===== src/rtl/uart_pkg.sv =====
// Shared UART types and helpers: receiver state encoding, bit-period math, synchronizer depth.
// Purely declarative; no latency or backpressure of its own.
package uart_pkg;

  localparam int UART_SYNC_STAGES = 2;

  typedef enum logic [1:0] {
    IDLE,
    START,
    DATA,
    STOP
  } rx_state_t;

  function automatic int ticks_per_bit(input int clock_freq, input int baud_rate);
    return clock_freq / baud_rate;
  endfunction

endpackage


===== src/rtl/uart_rx_sync.sv =====
// Serial line synchronizer with falling-edge detect; UART_SYNC_STAGES cycles of latency.
// No backpressure: free-running every cycle; resets to idle-high so reset never looks like an edge.
module uart_rx_sync
  import uart_pkg::*;
(
  input  logic clock,
  input  logic reset,
  input  logic signal,
  output logic sync_q,
  output logic fall
);

  logic [UART_SYNC_STAGES-1:0] chain_q, chain_d;
  logic                        prev_q, prev_d;

  always_comb begin
    chain_d = {chain_q[UART_SYNC_STAGES-2:0], signal};
    prev_d  = chain_q[UART_SYNC_STAGES-1];
  end

  always_ff @(posedge clock) begin
    if (reset) begin
      chain_q <= '1;
      prev_q  <= 1'b1;
    end else begin
      chain_q <= chain_d;
      prev_q  <= prev_d;
    end
  end

  assign sync_q = chain_q[UART_SYNC_STAGES-1];
  assign fall   = prev_q & ~sync_q;

endmodule


===== src/rtl/uart_rx.sv =====
// UART receiver (start, WIDTH data LSB-first, stop); valid rises ~2+T/2+(WIDTH+1)*T cycles after the start edge.
// Held valid/ack output; a word finishing while valid is unconsumed is dropped with an overrun pulse. UART_RX_MAJORITY_VOTE_EN: 2-of-3 sampling.
module uart_rx
  import uart_pkg::*;
#(
  parameter int WIDTH      = 8,
  parameter int BAUD_RATE  = 9600,
  parameter int CLOCK_FREQ = 460800
) (
  input  logic             clock,
  input  logic             reset,
  input  logic             signal,
  output logic [WIDTH-1:0] data,
  output logic             valid,
  input  logic             ack,
  output logic             busy,
  output logic             framing_error,
  output logic             overrun
);

  localparam int TICKS_PER_BIT = ticks_per_bit(CLOCK_FREQ, BAUD_RATE);
  localparam int TICK_W        = $clog2(TICKS_PER_BIT);
  localparam int IDX_W         = (WIDTH > 1) ? $clog2(WIDTH) : 1;

  localparam logic [TICK_W-1:0] HALF_LOAD = TICK_W'(TICKS_PER_BIT / 2 - 1);
  localparam logic [TICK_W-1:0] FULL_LOAD = TICK_W'(TICKS_PER_BIT - 1);
  localparam logic [IDX_W-1:0]  LAST_IDX  = IDX_W'(WIDTH - 1);

  rx_state_t         state_q, state_d;
  logic [TICK_W-1:0] tick_q, tick_d;
  logic [IDX_W-1:0]  idx_q, idx_d;
  logic [WIDTH-1:0]  shift_q, shift_d;
  logic [WIDTH-1:0]  data_q, data_d;
  logic              valid_q, valid_d;
  logic              fe_q, fe_d;
  logic              ov_q, ov_d;
  logic              sync_q, fall, sample, tick_zero;

  uart_rx_sync u_sync (
    .clock  (clock),
    .reset  (reset),
    .signal (signal),
    .sync_q (sync_q),
    .fall   (fall)
  );

`ifdef UART_RX_MAJORITY_VOTE_EN
  // The two previous sync_q values plus the current one form the 3-sample voting window.
  logic [1:0] hist_q, hist_d;
  logic [2:0] window;

  always_comb begin
    hist_d = {hist_q[0], sync_q};
    window = {hist_q, sync_q};
    sample = (window[0] & window[1]) | (window[0] & window[2]) | (window[1] & window[2]);
  end

  always_ff @(posedge clock) begin
    if (reset) hist_q <= '1;
    else       hist_q <= hist_d;
  end
`else
  assign sample = sync_q;
`endif

  always_comb begin
    state_d   = state_q;
    tick_d    = tick_q;
    idx_d     = idx_q;
    shift_d   = shift_q;
    data_d    = data_q;
    valid_d   = valid_q;
    fe_d      = 1'b0;
    ov_d      = 1'b0;
    tick_zero = (tick_q == '0);

    if (valid_q && ack) valid_d = 1'b0;

    case (state_q)
      IDLE: begin
        if (fall) begin
          tick_d  = HALF_LOAD;
          state_d = START;
        end
      end
      START: begin
        if (!tick_zero) begin
          tick_d = tick_q - TICK_W'(1);
        end else if (!sample) begin
          tick_d  = FULL_LOAD;
          idx_d   = '0;
          state_d = DATA;
        end else begin
          state_d = IDLE;
        end
      end
      DATA: begin
        if (!tick_zero) begin
          tick_d = tick_q - TICK_W'(1);
        end else begin
          shift_d[idx_q] = sample;
          tick_d         = FULL_LOAD;
          if (idx_q == LAST_IDX) state_d = STOP;
          else                   idx_d   = idx_q + IDX_W'(1);
        end
      end
      STOP: begin
        if (!tick_zero) begin
          tick_d = tick_q - TICK_W'(1);
        end else begin
          state_d = IDLE;
          // A same-cycle ack frees the holding slot, so the new word lands without overrun.
          if (!sample) begin
            fe_d = 1'b1;
          end else if (!valid_q || ack) begin
            data_d  = shift_q;
            valid_d = 1'b1;
          end else begin
            ov_d = 1'b1;
          end
        end
      end
      default: state_d = IDLE;
    endcase
  end

  always_ff @(posedge clock) begin
    if (reset) begin
      state_q <= IDLE;
      tick_q  <= '0;
      idx_q   <= '0;
      shift_q <= '0;
      data_q  <= '0;
      valid_q <= 1'b0;
      fe_q    <= 1'b0;
      ov_q    <= 1'b0;
    end else begin
      state_q <= state_d;
      tick_q  <= tick_d;
      idx_q   <= idx_d;
      shift_q <= shift_d;
      data_q  <= data_d;
      valid_q <= valid_d;
      fe_q    <= fe_d;
      ov_q    <= ov_d;
    end
  end

  assign data          = data_q;
  assign valid         = valid_q;
  assign busy          = (state_q != IDLE);
  assign framing_error = fe_q;
  assign overrun       = ov_q;

endmodule


===== config.mk =====
export PLATFORM = sky130hd
export DESIGN_NAME = uart_rx
export DESIGN_NICKNAME = d
export VERILOG_FILES = /design/src/rtl/uart_pkg.sv /design/src/rtl/uart_rx_sync.sv /design/src/rtl/uart_rx.sv
export SDC_FILE = /design/constraint.sdc
export NUM_CORES = 1
export LEC_CHECK = 0
export BUFFER_PORTS_ARGS = -buffer_cell sky130_fd_sc_hd__buf_2
export CORE_ASPECT_RATIO = 1.75
export CORE_UTILIZATION = 43
export CTS_BUF_LIST = sky130_fd_sc_hd__clkbuf_8 sky130_fd_sc_hd__clkbuf_16
export CTS_CLUSTER_DIAMETER = 50
export DETAILED_ROUTE_END_ITERATION = 16
export SYNTH_ARGS = -nofsm -noshare
export SYNTH_HDL_FRONTEND = slang
export SYNTH_SLANG_ARGS = --single-unit

===== constraint.sdc =====
create_clock -name clock -period 2.5 [get_ports clock]
set_input_delay 0.5 -clock clock [delete_from_list [all_inputs] [get_ports clock]]
set_output_delay 0.5 -clock clock [all_outputs]
set_load 0.01 [all_outputs]

# --- Yosys cells after proc, flatten, opt, wreduce, memory -nomap -nowiden ---
# Index checks and enable logic that the tools add are counted.
op_classes:
  n_addsub: 2
  order_cmp: 2
  n_eq_ne: 13
  n_mux: 28
  n_bitwise: 4
  reduce_logical: 15
ops:
  columns: ["op", "count"]
  rows:
  - ["$mux W6", 5]
  - ["$pmux W6 S4", 1]
  - ["$ne A2 B2 Y1 const B", 8]
  - ["$mux W2", 6]
  - ["$mux W3", 4]
  - ["$reduce_and A5 Y1", 2]
  - ["$bwmux W8", 1]
  - ["$mux W1", 8]
  - ["$pmux W2 S4", 1]
  - ["$logic_not A6 Y1", 1]
  - ["$pmux W3 S2", 1]
  - ["$sub A6 B1 Y6 const B", 1]
  - ["$eq A2 B2 Y1 const B", 2]
  - ["$lt A3 B4 Y1 const B", 1]
  - ["$reduce_and A4 Y1", 1]
  - ["$reduce_bool A2 Y1", 2]
  - ["$reduce_or A4 Y1", 1]
  - ["$add A3 B1 Y3 const B", 1]
  - ["$demux W1 S3", 1]
  - ["$eq A3 B3 Y1 const B", 1]
  - ["$ge A3 B1 Y1 const B", 1]
  - ["$ne A3 B3 Y1 const B", 1]
  - ["$not A1 Y1", 3]
  - ["$reduce_and A3 Y1", 1]
  - ["other kinds (8)", 9]
totals:
  register_bits: 33
  in_bits: 4
  out_inout_bits: 12
  elab_cells: 74

# --- Longest topological paths before layout ---
# Gate-level depths: netlist of run 1.
depth:
  ltp_word: 6
  depth_mapped: 8
  depth_no_buf: 6

# --- Hierarchy ---
# Synthesis of run 1 repeated with hierarchy kept, for this count alone.
unflattened:
  cells_unflattened: 176
  area_unflattened_um2: 1589.0
modules_own_cells:
  columns: ["module", "instances", "cells_each", "area_per_inst_um2", "seq_area_each_um2"]
  rows:
  - ["uart_rx", 1, 169, 1503.9, 600.6]
  - ["uart_rx_sync", 1, 7, 85.1, 60.1]

# --- Worst setup path before layout of run 1 ---
# No wires, ideal clock.
synth_path:
  kind: "reg-to-reg"
  from: "register tick_q[0]"
  to: "register data_q[0], in the netlist data[0]"
  setup_time_ps: 128
  t_arrival_ps: 1731
  t_required_ps: 2372
  path_slack_ps: 641
  path_stages_with_launch: 9
  n_path_buf: 2
  synth_period_minus_slack_ps: 1859
  cell_sequence: "dfxtp_1 -> inv_1 -> ha_1 -> or3b_1 -> buf_6 -> nor4b_4 -> buf_6 -> mux2i_1 -> nor2_1"
synth_via:
  elab_chain_cells: 2
synth_rtl:
  columns: ["element", "line_no", "text"]
  rows:
  - ["from (decl)", "uart_rx.sv:30", "logic [TICK_W-1:0] tick_q, tick_d;"]
  - ["from (signal assigned)", "uart_rx.sv:139", "tick_q <= tick_d;"]
  - ["$logic_not A6 Y1", "uart_rx.sv:75", "tick_zero = (tick_q == '0);"]
  - ["$reduce_and A4 Y1 (no line)", null, null]
  - ["to (signal assigned)", "uart_rx.sv:142", "data_q <= data_d;"]
  - ["to (decl)", "uart_rx.sv:33", "logic [WIDTH-1:0] data_q, data_d;"]
# Every way passes these cells.
# A chain may end at the register's enable or synchronous reset.

# --- Final worst setup path of run 1 ---
# Ends and elaborated chain as after synthesis.

==> results of run 1 <==
-- worst paths after layout --
kind | to | cells past startpoint
setup reg to reg | data[0] | 7
setup / recovery | data[0] | 7
hold reg to reg | u_sync.chain_q[1] | 1
hold / removal | u_sync.chain_q[0] | 2
-- cell families (layout without fill, tap and decap cells) --
logic type / after synthesis / in the layout
xor gates and xnor gates: 1 / 1
AOI/OAI and AO/OA: 40 / 40
adders and majority gates: 8 / 8
muxes: 14 / 14
DFF: 33 / 33
buffers and inverters: 12 / 30
and+or+nand+nor: 70 / 70
-- sequential cells by signal, indices dropped and copies added (netlist names), named ones only --
signal	count
shift_q	8
framing_error	1
u_sync.prev_q	1
valid	1
overrun	1
tick_q	6
u_sync.chain_q	2
data	8
idx_q	3
state_q	1
-- routing by layer --
| layer | vias up | GRT usage | share of wire |
|---|---|---|---|
| li1 | 674 | - | - |
| met1 | 628 | 0.179 | 0.39 |
| met2 | 44 | 0.323 | 0.51 |
| met3 | 23 | 0.0474 | 0.037 |
| met4 | 0 | 0.184 | 0.065 |
| met5 | - | 0 | 0 |
-- metrics by stage --
step | cells | hold WS, ns
global placement | 234 | 0.390
CTS | 242 | 0.382
detailed placement | 234 | 0.398
finish | 242 | 0.391
global route | 242 | 0.387
floorplan | 178 | 0.389
-- power by group --
part           total (mW)  switching [mW]  internal, mW
Combinational       0.647           0.415         0.232
Clock               0.385           0.194         0.192
Sequential          0.627          0.0589         0.568
-- critical path, delay by kind of cell (launching register included) --
kind	cells	cell delay, ns
DFF	1	0.35
muxes	1	0.22
adders and majority gates	1	0.21
buffers and inverters	2	0.32
and+or+nand+nor	3	0.88
-- layout make-up --
type	instances	area share
Sequential cell	33	0.359
Timing Repair Buffer	17	0.0490
Clock buffer	5	0.0374
Inverter	5	0.0102
Multi-Input combinational cell	133	0.503
Clock inverter	3	0.00953
Tap cell	46	0.0313
-- layout by cell type (no fill, tap or decap), types with 2 or more instances in the layout --
cell type and count:
a2111oi_0 2, a211oi_1 2, a21oi_1 9, and3_1 2, buf_2 15, buf_4 2, clkbuf_8 5, clkinv_2 2
dfxtp_1 33, ha_1 8, inv_1 5, mux2i_1 14, nand2_1 8, nand2b_1 11, nand4_1 3, nand4b_1 2
nor2_1 19, nor2b_1 5, nor3_1 7, nor3b_1 3, o211ai_1 2, o21ai_0 8, o21bai_1 2, o31ai_1 5
or2_2 4
==> impl_metrics.yaml, run 1 <==
detailed_routing:
  post_drt_wl_per_cell_um: 14.6
  dr_total_vias: 1369
  drt_iter0_drc: 28
  post-route-drc-count: 0
  postRouteWirelength_mm: 3.54
  postRouteAntennaNets: 0
  drt_first_pass_iters: 4
  via_per_inst: 5.66
synth:
  postSynthCellCount: 178
  synth_commonest_cells: "dfxtp_1, nor2_1, mux2i_1"
  post_synth_fa_ha_maj_area_fraction: 0.0608
  multiplexer_fraction_of_the_synthesized_cell_area: 0.0852
  synth_xor_area_frac: 0.00532
  synth_area_um2: 1650
  synth-simple-area-share: 0.242
  synth_cell_type_count: 41
  yosysMostFrequentCell: "dfxtp_1"
  share_of_the_synthesized_area_in_compound_gates_ao_oa_aoi_oai: 0.169
  ys_warn_count: 0
  post_synthesis_sequential_element_count: 33
  synth_top_family_by_area: "simple AND/OR/NAND/NOR gates"
  count_of_flip_flops_with_a_built_in_enable_after_synthesis: 0
  top_cell_type_by_total_area_after_synthesis: "dfxtp_1"
  synthesis.nets: 190
  synth.top_cell.area_share: 0.402
  async_set_reset_flop_share_out_of_synthesis: 0
  synth-seq-area-share: 0.402
  synthesis.area_per_instance_um2: 9.24
  ys.flop_type: "dfxtp_1"
  synth_top_cells_by_area: "dfxtp_1, mux2i_1, ha_1"
floorplan:
  die_area_um2: 4090
  die_x_um: 48.8
  initial_core_util: 0.453
  core_area_um2: 3630
  std_cell_rows: 29
  die_h_um: 83.8
  floorplan.io_pins: 16
grt:
  grtUsageTotal: 0.191
  grt_max_degree: 37
  grt_antenna_before_repair: 0
  grt_pass1_wl_mm: 5.91
  grt_pass1_vias: 1401
  grt-ovfl-total: 0
sta:
  grt_setup_unrepaired: "false"
  maxSlewViolCount: 0
  layout_min_cycle_time_ns: 2.11
  final.setup_skew_ns: 0.00710
  max_freq_ghz: 0.473
  hold_viol_final: 0
  slew-limit-headroom: 0.626
  worst_margin_pin_slew_ns: 0.561
  totalNegativeSetupSlack_ns: 0
  final_period_util: 0.845
  postLayoutSetupSlackWorst_ns: 0.387
  finalSetupViolations: 0
critical_path:
  timing.critical_path.slowest_cell_delay_ns: 0.51
  cp-start-kind: "flip-flop"
  largest_fanout_on_the_critical_path: 8
  setup.worst_path.end_class: "flip-flop"
  critPathKind: "reg2reg"
  worst_r2r_startpoint: "tick_q[0]"
  critical_path.startpoint: "tick_q[0]"
  crit_path_arrival_time_ns: 2.26
  worst_path_max_delay_cell: "or3b_1"
  required_ns: 2.65
  r2r_setup_slack_ns: 0.39
  path_cells: "inv_1 > ha_1 > or3b_1 > nor4b_4 > buf_4 > mux2i_1 > nor2_1"
final_layout:
  insertedDiodeCount: 0
  multi_input_logic_area_um2: 925
  final_nets: 207
  layout_fillers: 360
  syn_to_final_growth_pct: 11.7
  finalInstanceArea_um2: 1840
  finalCoreUtilization: 0.507
  register_area_um2: 661
  post_route_cells_drive_above_1_share: 0.173
clocking:
  post-cts-setup-buffers: 0
  htreeDepth: 2
  cts_root_buf: "clkbuf_8"
  cts.path.max_buffers: 2
  num_clock_sinks: 33
  postCtsHoldBufs: 0
  cts-resized-gates: 0
  clock_tree_from_tritoncts: "done"
  tritoncts.num_buffers: 5
  clk_pin_slew_worst_paths_ns: 0.07
  clock_latency_ns: 0.29
min_path:
  hold_path_class: "in2reg"
  hold_start: "signal"
place:
  gp_congestion: 0.855
  placed_cell_area_um2: 1750
  place.port_buffers: 15
  dp_slack_ns: 0.408
  dp_hpwl_mm: 2.62
pwr:
  design_power_total_mw: 1.66
  p_leak_nw: 0.721
  pwr_density_cell_nw_per_um2: 903
  ir_worst_vdd_uv: 508
outcome:
  run_status: "complete, no violations"
job:
  max_cap_violations: 0
(Power assumes the default switching activity.)
==> run 2: changes to the inputs <==
==> constraint.sdc (replaced) <==
create_clock -name clock -period 2.16 [get_ports clock]
set_input_delay 0.432 -clock clock [delete_from_list [all_inputs] [get_ports clock]]
set_output_delay 0.432 -clock clock [all_outputs]
set_load 0.01 [all_outputs]
==> impl_metrics.yaml, run 2 (synthesis gave the netlist of run 1 again) <==
outcome:
  run_status: "complete, no violations"
place:
  place.port_buffers: 15
  placed_cell_area_um2: 1770
  gp_congestion: 0.873
  dp_hpwl_mm: 2.63
final_layout:
  layout.cells.most_common_list: "dfxtp_1, nor2_1, buf_2, mux2i_1, nand2b_1"
  finalInstanceArea_um2: 1870
  insertedDiodeCount: 0
  post_route_cells_drive_above_1_share: 0.192
  final_nets: 209
  mostFrequentLayoutCell: "dfxtp_1"
  syn_to_final_growth_pct: 13.7
sta:
  worst_margin_pin_slew_ns: 0.440
  maxSlewViolCount: 0
  totalNegativeSetupSlack_ns: 0
  max_freq_ghz: 0.508
  layout_min_cycle_time_ns: 1.97
  hold_viol_final: 0
  grt_setup_unrepaired: "false"
  final_period_util: 0.912
  final.setup_skew_ns: 0.00787
  slew-limit-headroom: 0.699
  finalSetupViolations: 0
floorplan:
  die_h_um: 83.8
  die_x_um: 48.8
  std_cell_rows: 29
  floorplan.io_pins: 16
  initial_core_util: 0.453
  die_area_um2: 4090
  core_area_um2: 3630
clocking:
  post-cts-setup-buffers: 0
  htreeDepth: 2
  cts.path.max_buffers: 2
  clock_latency_ns: 0.29
  tritoncts.num_buffers: 5
  num_clock_sinks: 33
  cts_root_buf: "clkbuf_8"
  clock_tree_from_tritoncts: "done"
  clk_pin_slew_worst_paths_ns: 0.07
grt:
  grtUsageTotal: 0.199
  grt-ovfl-total: 0
  grt_pass1_wl_mm: 6.22
  grt_max_degree: 22
  grt_antenna_before_repair: 0
  grt_pass1_vias: 1385
critical_path:
  critPathKind: "reg2reg"
  largest_fanout_on_the_critical_path: 8
  required_ns: 2.33
  crit_path_arrival_time_ns: 2.14
  cp-start-kind: "flip-flop"
  setup.worst_path.end_class: "flip-flop"
detailed_routing:
  postRouteWirelength_mm: 3.55
  drt_iter0_drc: 45
  post_drt_wl_per_cell_um: 14.5
  via_per_inst: 5.67
  drt_first_pass_iters: 4
  postRouteAntennaNets: 0
  dr_total_vias: 1384
  post-route-drc-count: 0
min_path:
  hold_path_class: "in2reg"
pwr:
  ir_worst_vdd_uv: 599
  pwr_density_cell_nw_per_um2: 1060
  p_leak_nw: 0.732
job:
  max_cap_violations: 0
run 2: changes by cell type in the layout (fill, tap and decap cells not counted), sizes merged:
cell | before | now
buf | 17 | 19
run 2: repair_timing:
item,in CTS,in global routing
gates resized for setup,0,4
endpoints found under the hold margin,0,0
setup endpoints to repair,0,11
hold buffers,0,0
run 2: worst paths after layout:
kind	startpoint	end	slack, ns	cells after the start
setup / recovery	tick_q[0]	data[6]	0.19	7
hold / removal	signal	u_sync.chain_q[0]	0.34	2
setup reg to reg	tick_q[0]	data[6]	0.19	7
hold reg to reg	u_sync.chain_q[0]	u_sync.chain_q[1]	0.41	1
run 2: worst max-delay path: stages (launching register included):
cell and delay (ns):
dfxtp_1 0.34, inv_1 0.10, ha_1 0.23, or3b_4 0.46
nor4b_4 0.29, buf_6 0.19, mux2i_1 0.19, nor2_1 0.05
run 2: power breakdown:
part / switching (mW) / leakage (nW) / internal (mW) / total (mW)
sequential: 0.0670 / 0.267 / 0.657 / 0.724
combinational: 0.486 / 0.421 / 0.311 / 0.798
clock: 0.234 / 0.0439 / 0.222 / 0.456
run 2: final cells by class:
class | count | area [um2]
tap | 46 | 57.6
sequential | 33 | 661
inverter | 5 | 18.8
clock buffer | 5 | 68.8
timing repair buffer | 19 | 109
fill | 366 | 1760
clock inverter | 3 | 17.5
multi-input combinational | 133 | 938
run 2: metrics by stage:
step / util / worst slack, ns / power [mW] / hold WS (ns) / instances
floorplan: - / 0.301 / 1.31 / 0.389 / 178
global placement: 0.487 / 0.142 / 1.47 / 0.397 / 236
detailed placement: 0.487 / 0.0931 / 1.48 / 0.404 / 236
CTS: 0.511 / 0.0773 / 1.95 / 0.329 / 244
global route: 0.516 / 0.0118 / 2.11 / 0.342 / 244
finish: 0.516 / 0.190 / 1.98 / 0.335 / 244
run 2: per-layer routing:
metal	track usage	wire, um	vias to the layer above
met2	0.354	1850	41
li1	-	-	686
met5	0	0	-
met1	0.200	1390	640
met4	0.152	191	0
met3	0.0346	115	17
